--- src/rtl/video_pattern_tx.sv ---
// Raster test-pattern source: hs/vs/de timing, x/y coordinates and an 8-bit gray
// pixel, all registered and mutually aligned on the same clock.
module video_pattern_tx #(
  parameter int          H_ACTIVE  = 128,
  parameter int          H_FP      = 4,
  parameter int          H_SYNC    = 8,
  parameter int          H_BP      = 4,
  parameter int          V_ACTIVE  = 96,
  parameter int          V_FP      = 2,
  parameter int          V_SYNC    = 2,
  parameter int          V_BP      = 2,
  parameter int          CHK_SHIFT = 3,
  parameter logic [7:0]  FG_LEVEL  = 8'd200,
  parameter logic [7:0]  BG_LEVEL  = 8'd40,
  parameter logic [7:0]  LFSR_SEED = 8'hA5
) (
  input  logic        video_clk,
  input  logic        rst_n,
  input  logic        iEn,
  input  logic [2:0]  iMode,
  input  logic [7:0]  iConst,
  output logic        hs,
  output logic        vs,
  output logic        de,
  output logic [11:0] x,
  output logic [11:0] y,
  output logic [7:0]  oGray,
  output logic        frame_start,
  output logic [15:0] frame_cnt
);

  localparam logic [11:0] H_ACT      = 12'(H_ACTIVE);
  localparam logic [11:0] H_HALF     = 12'(H_ACTIVE / 2);
  localparam logic [11:0] H_SYNC_ON  = 12'(H_ACTIVE + H_FP);
  localparam logic [11:0] H_SYNC_OFF = 12'(H_ACTIVE + H_FP + H_SYNC);
  localparam logic [11:0] H_LAST     = 12'(H_ACTIVE + H_FP + H_SYNC + H_BP - 1);
  localparam logic [11:0] V_ACT      = 12'(V_ACTIVE);
  localparam logic [11:0] V_SYNC_ON  = 12'(V_ACTIVE + V_FP);
  localparam logic [11:0] V_SYNC_OFF = 12'(V_ACTIVE + V_FP + V_SYNC);
  localparam logic [11:0] V_LAST     = 12'(V_ACTIVE + V_FP + V_SYNC + V_BP - 1);

  typedef enum logic {IDLE = 1'b0, RUN = 1'b1} state_t;

  state_t      state, state_nxt;
  logic [11:0] hcnt, vcnt, hcnt_nxt, vcnt_nxt;
  logic [2:0]  mode, mode_nxt, pix_mode;
  logic [7:0]  lfsr, lfsr_nxt, pix_lfsr;
  logic [15:0] frame_cnt_nxt;
  logic        start, park;
  logic        hs_nxt, vs_nxt, de_nxt;
  logic [11:0] x_nxt, y_nxt, chk_x, chk_y;
  logic [7:0]  gray_nxt;

  function automatic logic [7:0] lfsr_step(input logic [7:0] l);
    return {l[6:0], l[7] ^ l[5] ^ l[4] ^ l[3]};
  endfunction

  always_ff @(posedge video_clk or negedge rst_n) begin
    if (!rst_n) state <= IDLE;
    else        state <= state_nxt;
  end

  // Counters hold the position currently on the outputs; the *_nxt values are
  // the position (and its decoded pixel) that the next edge will present.
  always_comb begin
    state_nxt     = state;
    hcnt_nxt      = hcnt;
    vcnt_nxt      = vcnt;
    frame_cnt_nxt = frame_cnt;
    start         = 1'b0;
    park          = 1'b0;
    case (state)
      IDLE: begin
        hcnt_nxt = '0;
        vcnt_nxt = '0;
        if (iEn) begin
          state_nxt = RUN;
          start     = 1'b1;
        end else begin
          park = 1'b1;
        end
      end
      RUN: begin
        if (hcnt == H_LAST) begin
          hcnt_nxt = '0;
          if (vcnt == V_LAST) begin
            vcnt_nxt      = '0;
            frame_cnt_nxt = frame_cnt + 16'd1;
            if (iEn) begin
              start = 1'b1;
            end else begin
              state_nxt = IDLE;
              park      = 1'b1;
            end
          end else begin
            vcnt_nxt = vcnt + 12'd1;
          end
        end else begin
          hcnt_nxt = hcnt + 12'd1;
        end
      end
      default: begin
        state_nxt = IDLE;
        park      = 1'b1;
      end
    endcase
  end

  // Pixel (0,0) of a frame already uses the newly sampled mode and reloaded seed.
  always_comb begin
    pix_mode = start ? iMode : mode;
    pix_lfsr = start ? LFSR_SEED : lfsr;
    mode_nxt = pix_mode;
    de_nxt   = !park && (hcnt_nxt < H_ACT) && (vcnt_nxt < V_ACT);
    hs_nxt   = !park && (hcnt_nxt >= H_SYNC_ON) && (hcnt_nxt < H_SYNC_OFF);
    vs_nxt   = !park && (vcnt_nxt >= V_SYNC_ON) && (vcnt_nxt < V_SYNC_OFF);
    x_nxt    = de_nxt ? hcnt_nxt : '0;
    y_nxt    = de_nxt ? vcnt_nxt : '0;
    chk_x    = hcnt_nxt >> CHK_SHIFT;
    chk_y    = vcnt_nxt >> CHK_SHIFT;
    lfsr_nxt = de_nxt ? lfsr_step(pix_lfsr) : pix_lfsr;
    gray_nxt = '0;
    if (de_nxt) begin
      case (pix_mode)
        3'd0:    gray_nxt = hcnt_nxt[7:0];
        3'd1:    gray_nxt = vcnt_nxt[7:0];
        3'd2:    gray_nxt = (chk_x[0] ^ chk_y[0]) ? 8'hFF : 8'h00;
        3'd3:    gray_nxt = pix_lfsr;
        3'd4:    gray_nxt = (hcnt_nxt < H_HALF) ? FG_LEVEL : BG_LEVEL;
        default: gray_nxt = iConst;
      endcase
    end
  end

  always_ff @(posedge video_clk or negedge rst_n) begin
    if (!rst_n) begin
      hcnt        <= '0;
      vcnt        <= '0;
      mode        <= '0;
      lfsr        <= LFSR_SEED;
      frame_cnt   <= '0;
      hs          <= 1'b0;
      vs          <= 1'b0;
      de          <= 1'b0;
      x           <= '0;
      y           <= '0;
      oGray       <= '0;
      frame_start <= 1'b0;
    end else begin
      hcnt        <= hcnt_nxt;
      vcnt        <= vcnt_nxt;
      mode        <= mode_nxt;
      lfsr        <= lfsr_nxt;
      frame_cnt   <= frame_cnt_nxt;
      hs          <= hs_nxt;
      vs          <= vs_nxt;
      de          <= de_nxt;
      x           <= x_nxt;
      y           <= y_nxt;
      oGray       <= gray_nxt;
      frame_start <= start;
    end
  end

endmodule

--- config.mk ---
export PLATFORM = sky130hd
export DESIGN_NAME = video_pattern_tx
export DESIGN_NICKNAME = d
export VERILOG_FILES = /design/src/rtl/video_pattern_tx.sv
export SDC_FILE = /design/constraint.sdc
export NUM_CORES = 1
export LEC_CHECK = 0
export BUFFER_PORTS_ARGS = -buffer_cell sky130_fd_sc_hd__clkbuf_2
export CORE_UTILIZATION = 35
export DETAILED_ROUTE_END_ITERATION = 8
export GPL_ROUTABILITY_DRIVEN = 0
export GPL_TIMING_DRIVEN = 0
export PLACE_DENSITY = 0.5
export REMOVE_ABC_BUFFERS = 1
export SYNTH_ARGS = -nofsm -noshare
export SYNTH_HDL_FRONTEND = slang
export SYNTH_SLANG_ARGS = --single-unit
--- constraint.sdc ---
create_clock -name video_clk -period 3.6 [get_ports video_clk]
set_input_delay 0.36 -clock video_clk [delete_from_list [all_inputs] [get_ports video_clk]]
set_output_delay 0.36 -clock video_clk [all_outputs]
set_load 0.005 [all_outputs]
# Yosys cells after proc, flatten, opt, wreduce, memory -nomap -nowiden
# Index checks and enable logic that the tools add are counted.
[classes]
addsub = 3
mul = 0
div = 0
n_lt_le_gt_ge = 7
eq_ne = 6
shift = 0
muxes = 25
bitwise = 5
n_reduce_logical = 9
[op_table]
columns = ["cell", "n"]
rows = [
  ["$mux W12", 5],
  ["$pmux W12 S2", 2],
  ["$mux W8", 5],
  ["$pmux W8 S5", 1],
  ["$lt A12 B7 Y1 const B", 3],
  ["$add A12 B1 Y12 const B", 2],
  ["$lt A12 B8 Y1 const B", 2],
  ["$add A16 B1 Y16 const B", 1],
  ["$eq A12 B7 Y1 const B", 1],
  ["$eq A12 B8 Y1 const B", 1],
  ["$ge A12 B7 Y1 const B", 1],
  ["$ge A12 B8 Y1 const B", 1],
  ["$mux W1", 8],
  ["$eq A3 B2 Y1 const B", 2],
  ["$logic_and A1 B1 Y1", 6],
  ["$pmux W1 S2", 3],
  ["$xor A1 B1 Y1", 4],
  ["$eq A3 B1 Y1 const B", 1],
  ["$eq A3 B3 Y1 const B", 1],
  ["$logic_not A3 Y1", 1],
  ["$mux W3", 1],
  ["$reduce_and A3 Y1", 1],
  ["$logic_not A1 Y1", 1],
  ["$not A1 Y1", 1],
]
[word_totals]
ff_bits = 88
latchBits = 0
ram_bits = 0
mem_bits_ro = 0
inputBits = 14
output_inout_bits = 52
memories = 0

# Logic depth before layout (Yosys ltp)
# Gate-level depths: netlist (run 1).
[depth]
depth_word = 9
ltp_mapped = 11
ltp_nobuf = 10

# Least setup slack after synthesis (run 1)
# OpenSTA, ideal clock, no wires.
[synth_path]
path_kind = "register -> register"
from = "register hcnt[0]"
to = "register x[4]"
arrival_time_ns = 2.945
slack_ns = 0.584
path_stages_with_launch = 12
n_path_buf = 3
synth_period_minus_slack_ns = 3.016
path_cell_list = "dfrtp_1 ha_1 nand3_1 or4_1 buf_2 nor4_1 xor2_1 o41ai_2 nand4_2 buf_6 buf_12 nor2_4"
[synth_via]
elab_chain_len = 7
elab_cells_between_ends = 14
[synth_lines]
columns = ["element", "line_no", "source"]
rows = [
  ["start: declaration", "45", "logic [11:0] hcnt, vcnt, hcnt_nxt, vcnt_nxt;"],
  ["start signal: assignment", "150", "hcnt <= hcnt_nxt;"],
  ["$add A12 B1 Y12 / $eq A12 B8 Y1 (equally long branches)", "99, 84", ""],
  ["$mux W12 / $mux W1 (equally long branches)", "84", "if (hcnt == H_LAST) begin"],
  ["$pmux W12 S2 / $pmux W1 S2 (equally long branches)", "72", "case (state)"],
  ["$lt A12 B8 Y1 / $logic_not A1 Y1 (equally long branches)", "114", "de_nxt = !park && (hcnt_nxt < H_ACT) && (vcnt_nxt < V_ACT);"],
  ["$logic_and A1 B1 Y1 (2 in a row)", "114", ""],
  ["$mux W12 *", "117", "x_nxt = de_nxt ? hcnt_nxt : '0;"],
  ["net x_nxt[4]", "51", "logic [11:0] x_nxt, y_nxt, chk_x, chk_y;"],
  ["end signal: assignment", "158", "x <= x_nxt;"],
  ["end: declaration", "25", "output logic [11:0] x,"],
]
# The timed path passes the listed nets; every way through them passes the cells marked *.
# A chain may end at the register's enable or synchronous reset.

# Worst setup path after layout (run 1)
[layout_path]
from = "register hcnt[0]"
to = "register y[0]"
[layout_via]
elab_chain_len = 7
elab_cells_between_ends = 14
[layout_lines]
columns = ["element", "line_no", "source"]
rows = [
  ["$add A12 B1 Y12 / $eq A12 B8 Y1 (equally long branches)", "99, 84", ""],
  ["$mux W12 / $mux W1 (equally long branches)", "84", ""],
  ["$pmux W12 S2 / $pmux W1 S2 (equally long branches)", "72", ""],
  ["$lt A12 B8 Y1 / $logic_not A1 Y1 (equally long branches)", "114", ""],
  ["$logic_and A1 B1 Y1 (2 in a row)", "114", ""],
  ["$mux W12 *", "118", "y_nxt = de_nxt ? vcnt_nxt : '0;"],
  ["net y_nxt[0]", "51", ""],
  ["end signal: assignment", "159", "y <= y_nxt;"],
  ["end: declaration", "26", "output logic [11:0] y,"],
]
# Marks and branches as above.

==> results.cfg, run 1 <==
[drt]
viasPerCell = 4.92
vias = 3294
drt_wl_total_microns = 10100
drt_pass1_iterations = 4
ant_nets = 0
drc = 0
drtIter0Drc = 244
wl_per_cell_microns = 15.1

[floorplanning]
die_area_sq_um = 12900
start_util_pct = 36.2
coreArea_sq_um = 12100
ios = 66
die_h_microns = 114
rows = 40
dieWidth_microns = 114

[logic_synthesis]
syn_inst = 422
ys_types = 64
yosys_most_used_dff = dfrtp_1
yosysWarnings = 0
synth_seq_area_share_pct = 50.6
synth_edf_count = 0
synthArstFlopShare_pct = 100
synth_area_sq_um = 4360
avgSynthCellArea_sq_um = 10.3
ys_ff_latch = 88

[finish]
nets = 515
mostFrequentLayoutCell = dfrtp_1
antenna_cells = 0
final_cells = 670
post_route_cells_drive_above_1_share_pct = 24.1
layout_common_cells = 84 x dfrtp_1, 64 x clkbuf_2, 38 x nor2_1
syn_to_final_growth_pct = 21.5

[clock_tree]
cts-root-buf = clkbuf_16
numCtsBuffers = 9
cts_buffer_depth = 2
cts.clk_slew.worst_paths_ns = 0.06
cts_tree = yes
numClockSinks = 88
clk_latency_ns = 0.34
cts-htree-levels = 3

[setup_path]
reg2reg_from = hcnt[0]
r2r_end = y[0]
cp-startpoint = hcnt[0]
path_cells = ha_1, nand3_1, or4_4, nor4_1, xor2_1, o41ai_2, nand4_4, buf_12, nor3_1
end_kind = flop
reg2regPathDepth = 9
reg2reg_slack_ns = 0.21
worstSetupPathType = reg2reg
startpoint_type = flop
worst_path_largest_cell_delay_ns = 0.74
cp.arrival_ns = 3.61
crit_required_ns = 3.83
cp_slowest_cell = or4_4
crit_fanout = 19

[grt]
grt_start_max_net_pins = 48
gr-total-overflow = 0
globalRouteTotalUtil_pct = 17.1
antenna_found_initial = 0
grt_pass1_wl_microns = 16900
grt_pass1_vias = 3261

[timing]
setup_viol = 0
slew_viol_final = 0
fmax_mhz = 295
period_share_pct = 94.1
final_hold_viol_count = 0
min_period_ns = 3.39
worst_slack_ns = 0.212
finClkSkew_ns = 0.00758
tns_ns = 0
tightest_slew_ns = 0.889
rsz0062_at_grt = no
relSlewSlack_pct = 40.1

[placed_design]
portBuffers = 65
dp_slack_ns = -0.656
post-dp-hpwl_microns = 7380
dp.cells = 652

[run_status]
status = complete, no violations

[run]
max_cap_viol_count = 0

[worst_hold_path]
hp-class = in2async

[pwr]
p_leak_uw = 0.00247
ir_worst_vdd_mv = 0.232
p_per_area_nw_per_um2 = 397
how the worst max path moves through the flow:
stage / endpoint / depth (start not counted) / slack [ns]
after floorplan: lfsr[0] / 8 / -0.47
after global placement: lfsr[0] / 8 / -1.30
after detailed placement: y[0] / 9 / -0.66
after CTS: oGray[6] / 8 / 0.01
after global routing: oGray[2] / 9 / 0.009
final: y[0] / 9 / 0.21
registers in the layout, indices dropped and copies added (netlist names):
register and count:
vs 1, lfsr 8, frame_cnt 16, hcnt 12, y 12, x 12
state 1, mode 3, hs 1, frame_start 1, de 1, vcnt 12
oGray 8
logic make-up after synthesis:
| family | after synthesis | share of synthesized area [%] |
|---|---|---|
| and+or+nand+nor | 175 | 22.9 |
| DFF | 88 | 50.6 |
| AOI/OAI and AO/OA | 60 | 9.64 |
| buffers and inverters | 40 | 4.13 |
| xor gates and xnor gates | 36 | 7.23 |
| muxes | 18 | 4.27 |
| adders and majority gates | 4 | 1.15 |
| other | 1 | 0.0860 |
report_power, final:
part           switching, uW  internal, uW
clock                    367           645
sequential              5.06          1000
combinational           53.0          30.6
total                    425          1680
critical path, delay by kind of cell (launching register included):
kind | cells | cell delay, ns
AO/OA/AOI/OAI | 1 | 0.39
XOR/XNOR | 1 | 0.14
adder cells (fa/ha/maj) | 1 | 0.27
buffers and inverters | 1 | 0.21
flip-flops | 1 | 0.43
AND/OR/NAND/NOR | 5 | 1.81
timing repair:
action / in CTS / in global routing
resized for setup: 4 / 2
endpoints found under the setup margin: 31 / 15
pin swaps: 1 / 2
setup buffers: 1 / 1
hold buffers: 0 / 0
per-stage QoR:
stage | hold WS (ns) | util [%] | area, sq um | power (uW)
finish | 0.0476 | 43.9 | 5300 | 2100
global route | 0.0862 | 43.9 | 5300 | 2200
CTS | 0.0676 | 43.8 | 5280 | 2140
detailed placement | 0.445 | 40.7 | 4910 | 1110
global placement | 0.462 | 40.2 | 4840 | 1110
floorplan | 0.0644 | - | 4310 | 1060
cell type report:
class	count	area (sq um)
timing repair buffer	70	414
clock inverter	3	65.1
sequential	88	2210
tap	168	210
fill	1188	6760
multi-input combinational	303	2050
clock buffer	13	260
inverter	25	93.8
per-layer routing:
metal / wire (microns) / global-route usage (%) / up-vias
met2: 4900 / 27.4 / 55
met1: 4900 / 22.8 / 1617
li1: - / - / 1616
met5: 0 / 0 / -
met4: 79 / 5.70 / 0
met3: 260 / 4.20 / 6
Yosys cell counts, types with 2 or more instances:
cell / n / area share [%]
dfstp_2: 4 / 2.4
and4_1: 5 / 1.0
a31oi_1: 9 / 1.3
nor2_4: 9 / 2.3
or3_1: 3 / 0.43
a211oi_1: 4 / 0.69
nor4_1: 3 / 0.43
nand4_1: 10 / 1.4
nor2_1: 38 / 3.3
o21ai_0: 17 / 2.0
nand3_1: 18 / 2.1
a221oi_2: 2 / 0.69
nor4bb_1: 2 / 0.46
o211ai_1: 2 / 0.34
or4_1: 3 / 0.52
o21a_1: 3 / 0.52
o211a_1: 2 / 0.46
buf_2: 5 / 0.57
and3_1: 4 / 0.57
and2_1: 10 / 1.4
inv_1: 23 / 2.0
ha_1: 4 / 1.1
mux2i_1: 13 / 3.0
nand2_1: 33 / 2.8
xor2_1: 15 / 3.0
nor3_1: 20 / 2.3
mux2_2: 5 / 1.3
xnor2_1: 21 / 4.2
nor4b_1: 2 / 0.40
a21oi_1: 9 / 1.0
dfrtp_1: 84 / 48
clkbuf_1: 8 / 0.69
No activity file was read; power rests on OpenSTA's default activity.
==> inputs of run 2 (changes only) <==
--- a/config.mk
+++ b/config.mk
@@ -5,6 +5,7 @@
 export SDC_FILE = /design/constraint.sdc
 export NUM_CORES = 1
 export LEC_CHECK = 0
+export ABC_AREA = 1
 export BUFFER_PORTS_ARGS = -buffer_cell sky130_fd_sc_hd__clkbuf_2
 export CORE_UTILIZATION = 35
 export DETAILED_ROUTE_END_ITERATION = 8
==> results.cfg, run 2 <==
[drt]
drc = 0
drtIter0Drc = 137
drt_wl_total_microns = 9630
viasPerCell = 4.54
ant_nets = 0
vias = 3503
drt_pass1_iterations = 4
wl_per_cell_microns = 12.5

[grt]
grt_start_max_net_pins = 61
grt_pass1_vias = 3412
globalRouteTotalUtil_pct = 16.5
antenna_found_initial = 0
grt_pass1_wl_microns = 16500
gr-total-overflow = 0

[finish]
fillers = 1242
mostFrequentLayoutCell = nand2_1
largest_register_ffs = 16
layout_common_cells = 115 x nand2_1, 84 x dfrtp_1, 70 x inv_1
antenna_cells = 0
final_cells = 772
nets = 617
post_route_cells_drive_above_1_share_pct = 21.7
max_flop_register = frame_cnt
syn_to_final_growth_pct = 19.3

[pwr]
clock_power_share_pct = 31.3
p_leak_uw = 0.00286
p_sw_share_pct = 33.5
ir_worst_vdd_mv = 0.291
p_sw_uw = 1050
seqPwrFrac_pct = 40.7
pwr-share-comb_pct = 28.0
p_int_uw = 2090
p_per_area_nw_per_um2 = 597

[timing]
setup_viol = 0
rsz0062_at_grt = no
final_hold_viol_count = 0
worst_hold_slack_ns = 0.285
fmax_mhz = 318
relSlewSlack_pct = 55.2
period_share_pct = 87.5
slew_viol_final = 0
tightest_slew_ns = 0.672
min_period_ns = 3.15
tns_ns = 0
finClkSkew_ns = 0.00615

[floorplanning]
dieWidth_microns = 114
die_area_sq_um = 13100
coreArea_sq_um = 12200
rows = 40
start_util_pct = 36.3
ios = 66
die_h_microns = 114

[logic_synthesis]
synthArstFlopShare_pct = 100
synth_area_sq_um = 4420
synth.area.mux_share_pct = 0.255
synth_seq_area_share_pct = 50.0
avgSynthCellArea_sq_um = 8.44
synth_top_family_by_area = simple AND/OR/NAND/NOR gates
ys_types = 41
syn_inst = 523
yosys_most_used_dff = dfrtp_1
ys_ff_latch = 88
yosys-top-cells-area = dfrtp_1 48%, nand2_1 9.8%, inv_1 6.0%, nor2_1 5.4%, nand3_1 5.2%
yosys.area.top_type = dfrtp_1
synthSimpleGateAreaFrac_pct = 32.5
synth_edf_count = 0
synth_top_area_share_pct = 47.6
yosysWarnings = 0
yosysMostFrequentCell = nand2_1
yosys.area_share.adder_pct = 1.13
synth_xor_area_share_pct = 4.36
synthTopCellsByCount = 115 x nand2_1, 84 x dfrtp_1, 70 x inv_1, 64 x nor2_1, 46 x nand3_1
synth-compound-area-share_pct = 3.37

[placed_design]
dp.cells = 755
portBuffers = 65
post-dp-hpwl_microns = 7080

[clock_tree]
cts-root-buf = clkbuf_16
cts_buffer_depth = 2
cts_tree = yes
numCtsBuffers = 9
numClockSinks = 88
cts.clk_slew.worst_paths_ns = 0.06
clk_latency_ns = 0.35
cts-htree-levels = 3

[setup_path]
cp.arrival_ns = 3.39
worstSetupPathType = reg2reg
startpoint_type = flop
cp_slowest_cell = nor2_4
crit_fanout = 20
path_cells = ha_1, nand2_2, nor2_2, nand3_2, nor2_4, nor2_1, inv_2, nor2_2, inv_1, nand2_1, nor2_1, nand2_1, nor2_4, inv_2, nor3_1
reg2regPathDepth = 15
crit_required_ns = 3.85
worst_path_largest_cell_delay_ns = 0.46
end_kind = flop

[run_status]
status = complete, no violations

[run]
max_cap_viol_count = 0

[worst_hold_path]
whs_path_depth = 3
hp-class = in2reg
run 2: cell type report:
type                    instances  area [sq um]  area share [%]
clock inverters                 4          51.3           0.974
inverters                      76           288            5.46
flip-flops and latches         88          2210            41.9
well taps                     168           210            3.99
multi-input cells             357          1880            35.7
repair buffers                 67           365            6.93
clock buffers                  12           267            5.06
run 2: power groups by stage:
stage / Combinational (uW) / Clock, uW / Sequential [uW]
final: 879 / 985 / 1280
after global routing: 1010 / 1060 / 1300
after CTS: 895 / 1010 / 1280
after detailed placement: 885 / 0 / 1300
after global placement: 876 / 0 / 1290
after floorplan: 586 / 0 / 1290
run 2: layer usage:
metal / track usage, % / up-vias / share of wire, %
met4: 5.71 / 0 / 1.5
met5: 0 / - / 0
met2: 26.5 / 80 / 46
li1: - / 1779 / -
met1: 21.2 / 1633 / 48
met3: 4.66 / 11 / 4.2
run 2: stage by stage:
stage	setup slack, ns	utilization (%)	total power [uW]	instance area [sq um]
finish	0.452	43.3	3140	5270
global placement	-0.00442	40.3	2170	4910
detailed placement	-0.0377	40.6	2180	4940
floorplan	0.897	-	1880	4370
global route	0.113	43.3	3370	5270
CTS	0.353	43.3	3190	5270
run 2: cell families after synthesis:
group           count (synthesis)
flops                          88
buf+inv                        87
compound gates                 24
mux                             1
simple gates                  296
xor+xnor                       22
fa+ha+maj                       4
other cells                     1
run 2: what timing repair did:
item / 4_1_cts / 5_1_grt
endpoints found under the hold margin: 21 / 0
setup buffers: 0 / 0
hold buffers: 1 / 0
resized for setup: 1 / 0
endpoints found under the setup margin: 1 / 0
run 2: worst paths after layout:
path                                       to           from  slack, ns
min in group asynchronous               y[11]          rst_n       0.52
worst min register to register  frame_cnt[15]  frame_cnt[15]       0.46
max in group asynchronous             lfsr[2]          rst_n       2.39
worst max register to register           y[0]        hcnt[0]       0.45
worst min-delay path                 oGray[3]      iConst[3]       0.29
worst max-delay path                     y[0]        hcnt[0]       0.45
run 2: critical path: cells and delay by family (launching register included):
family                     cells  cell delay (ns)
adders and majority gates      1             0.20
DFF                            1             0.40
and+or+nand+nor               11             1.89
buffers and inverters          3             0.54
==> inputs of run 3 (changes only) <==
--- a/config.mk
+++ b/config.mk
@@ -7,11 +7,11 @@
 export LEC_CHECK = 0
 export ABC_AREA = 1
 export BUFFER_PORTS_ARGS = -buffer_cell sky130_fd_sc_hd__clkbuf_2
-export CORE_UTILIZATION = 35
+export CORE_UTILIZATION = 25
 export DETAILED_ROUTE_END_ITERATION = 8
 export GPL_ROUTABILITY_DRIVEN = 0
 export GPL_TIMING_DRIVEN = 0
-export PLACE_DENSITY = 0.5
+export PLACE_DENSITY = 0.38
 export REMOVE_ABC_BUFFERS = 1
 export SYNTH_ARGS = -nofsm -noshare
 export SYNTH_HDL_FRONTEND = slang
==> results.cfg, run 3 (synthesized netlist as in run 2, its figures left out) <==
[drt]
drtIter0Drc = 159
wl_per_cell_microns = 13.2
drt_wl_total_microns = 11000
drc = 0
viasPerCell = 4.21
vias = 3488
ant_nets = 0
drt_pass1_iterations = 4

[placed_design]
dp_slack_ns = -0.173
portBuffers = 65
post-dp-hpwl_microns = 7890

[clock_tree]
numCtsBuffers = 9
cts.clk_slew.worst_paths_ns = 0.07
cts_tree = yes
numClockSinks = 88
cts_buffer_depth = 2
holdBufCountCts = 0
postCtsSetupBuffers = 0
cts-root-buf = clkbuf_16
clk_latency_ns = 0.35
cts-htree-levels = 3

[timing]
min_period_ns = 3.13
fmax_mhz = 319
final_hold_viol_count = 27
tns_ns = 0
slew_viol_final = 0
worst_slack_ns = 0.468
tightest_slew_ns = 0.660
rsz0062_at_grt = no
relSlewSlack_pct = 56.0
worst_hold_slack_ns = -0.00969
setup_viol = 0
finClkSkew_ns = 0.00929
period_share_pct = 87.0

[setup_path]
cp-endpoint = oGray[5]
r2r_end = oGray[5]
crit_cells = 15
reg2regPathDepth = 15
crit_family = simple AND/OR/NAND/NOR gates
path_buf_inv = 0
worst_path_largest_cell_delay_ns = 0.40
cp_slowest_cell = dfrtp_1
cp-startpoint = hcnt[0]
crit_fanout = 17
startpoint_type = flop
path_cells = ha_1, nand2_2, nor2_2, nand3_2, nor2_4, nand2_4, nand2_8, nand2_4, nand2_1, nand2_1, nand2_4, nand2_1, or2_2, nand2_1, a21oi_1
worstSetupPathType = reg2reg
end_kind = flop
cpMostUsedCell = nand2_1
cp.arrival_ns = 3.37
crit_required_ns = 3.83
reg2reg_slack_ns = 0.47
reg2reg_from = hcnt[0]

[finish]
layout_common_cells = 115 x nand2_1, 84 x dfrtp_1, 70 x inv_1
post_route_cells_drive_above_1_share_pct = 21.9
multi_input_area_sq_um = 1890
seq_area_sq_um = 2210
syn_to_final_growth_pct = 21.7
mostFrequentLayoutCell = nand2_1
antenna_cells = 0
nets = 617
largest_register_ffs = 16
fillers = 1880
max_flop_register = frame_cnt

[floorplanning]
start_util_pct = 25.5
die_area_sq_um = 18200
ios = 66
rows = 48
dieWidth_microns = 135
die_h_microns = 135
coreArea_sq_um = 17300

[pwr]
p_per_area_nw_per_um2 = 617
p_leak_uw = 0.00287
ir_worst_vdd_mv = 0.285

[grt]
grt_pass1_vias = 3517
grt_start_max_net_pins = 60
gr-total-overflow = 0
antenna_found_initial = 0
globalRouteTotalUtil_pct = 12.8
grt_pass1_wl_microns = 18000

[run]
max_cap_viol_count = 0

[run_status]
violations = hold timing
status = finished, violations left

[worst_hold_path]
hp-class = in2async
-- run 3: metal layers --
metal	track usage (%)	part of all wire, %	up-vias
met5	0	0	-
met4	4.87	1.2	0
met3	2.48	3.2	9
met2	20.4	46	72
met1	17.1	49	1622
li1	-	-	1785
-- run 3: where the power goes --
| part | total [uW] | switching, uW | internal (uW) |
|---|---|---|---|
| Sequential | 1280 | 87.6 | 1190 |
| Clock | 1110 | 397 | 715 |
| Combinational | 924 | 622 | 302 |
-- run 3: how the worst min path moves through the flow --
stage	startpoint	end	slack (ns)
floorplan	rst_n	de	0.06
global placement	frame_cnt[15]	frame_cnt[15]	0.46
detailed placement	rst_n	x[9]	0.38
CTS	rst_n	x[9]	0.01
global route	rst_n	x[9]	0.02
finish	rst_n	x[9]	-0.01
-- run 3: layout make-up --
class	count	area share (%)
timing repair buffer	66	6.61
clock inverter	5	1.91
sequential	88	41.1
multi-input combinational	358	35.1
clock buffer	11	4.70
tap	225	5.24
inverter	76	5.36
-- run 3: what timing repair did --
| action | 4_1_cts | 5_1_grt |
|---|---|---|
| pin swaps | 0 | 1 |
| endpoints found under the setup margin | 18 | 2 |
| gates cloned | 0 | 1 |
| resized for setup | 1 | 0 |
-- run 3: metrics by stage --
stage	hold WS, ns	power (uW)	area [sq um]	std cells	utilization [%]
detailed placement	0.384	2220	5010	812	28.9
global placement	0.459	2200	4980	811	28.8
CTS	0.0122	3360	5370	828	31.0
global route	0.0219	3560	5370	829	31.1
floorplan	0.0644	1880	4370	521	-
finish	-0.00969	3320	5370	829	31.1
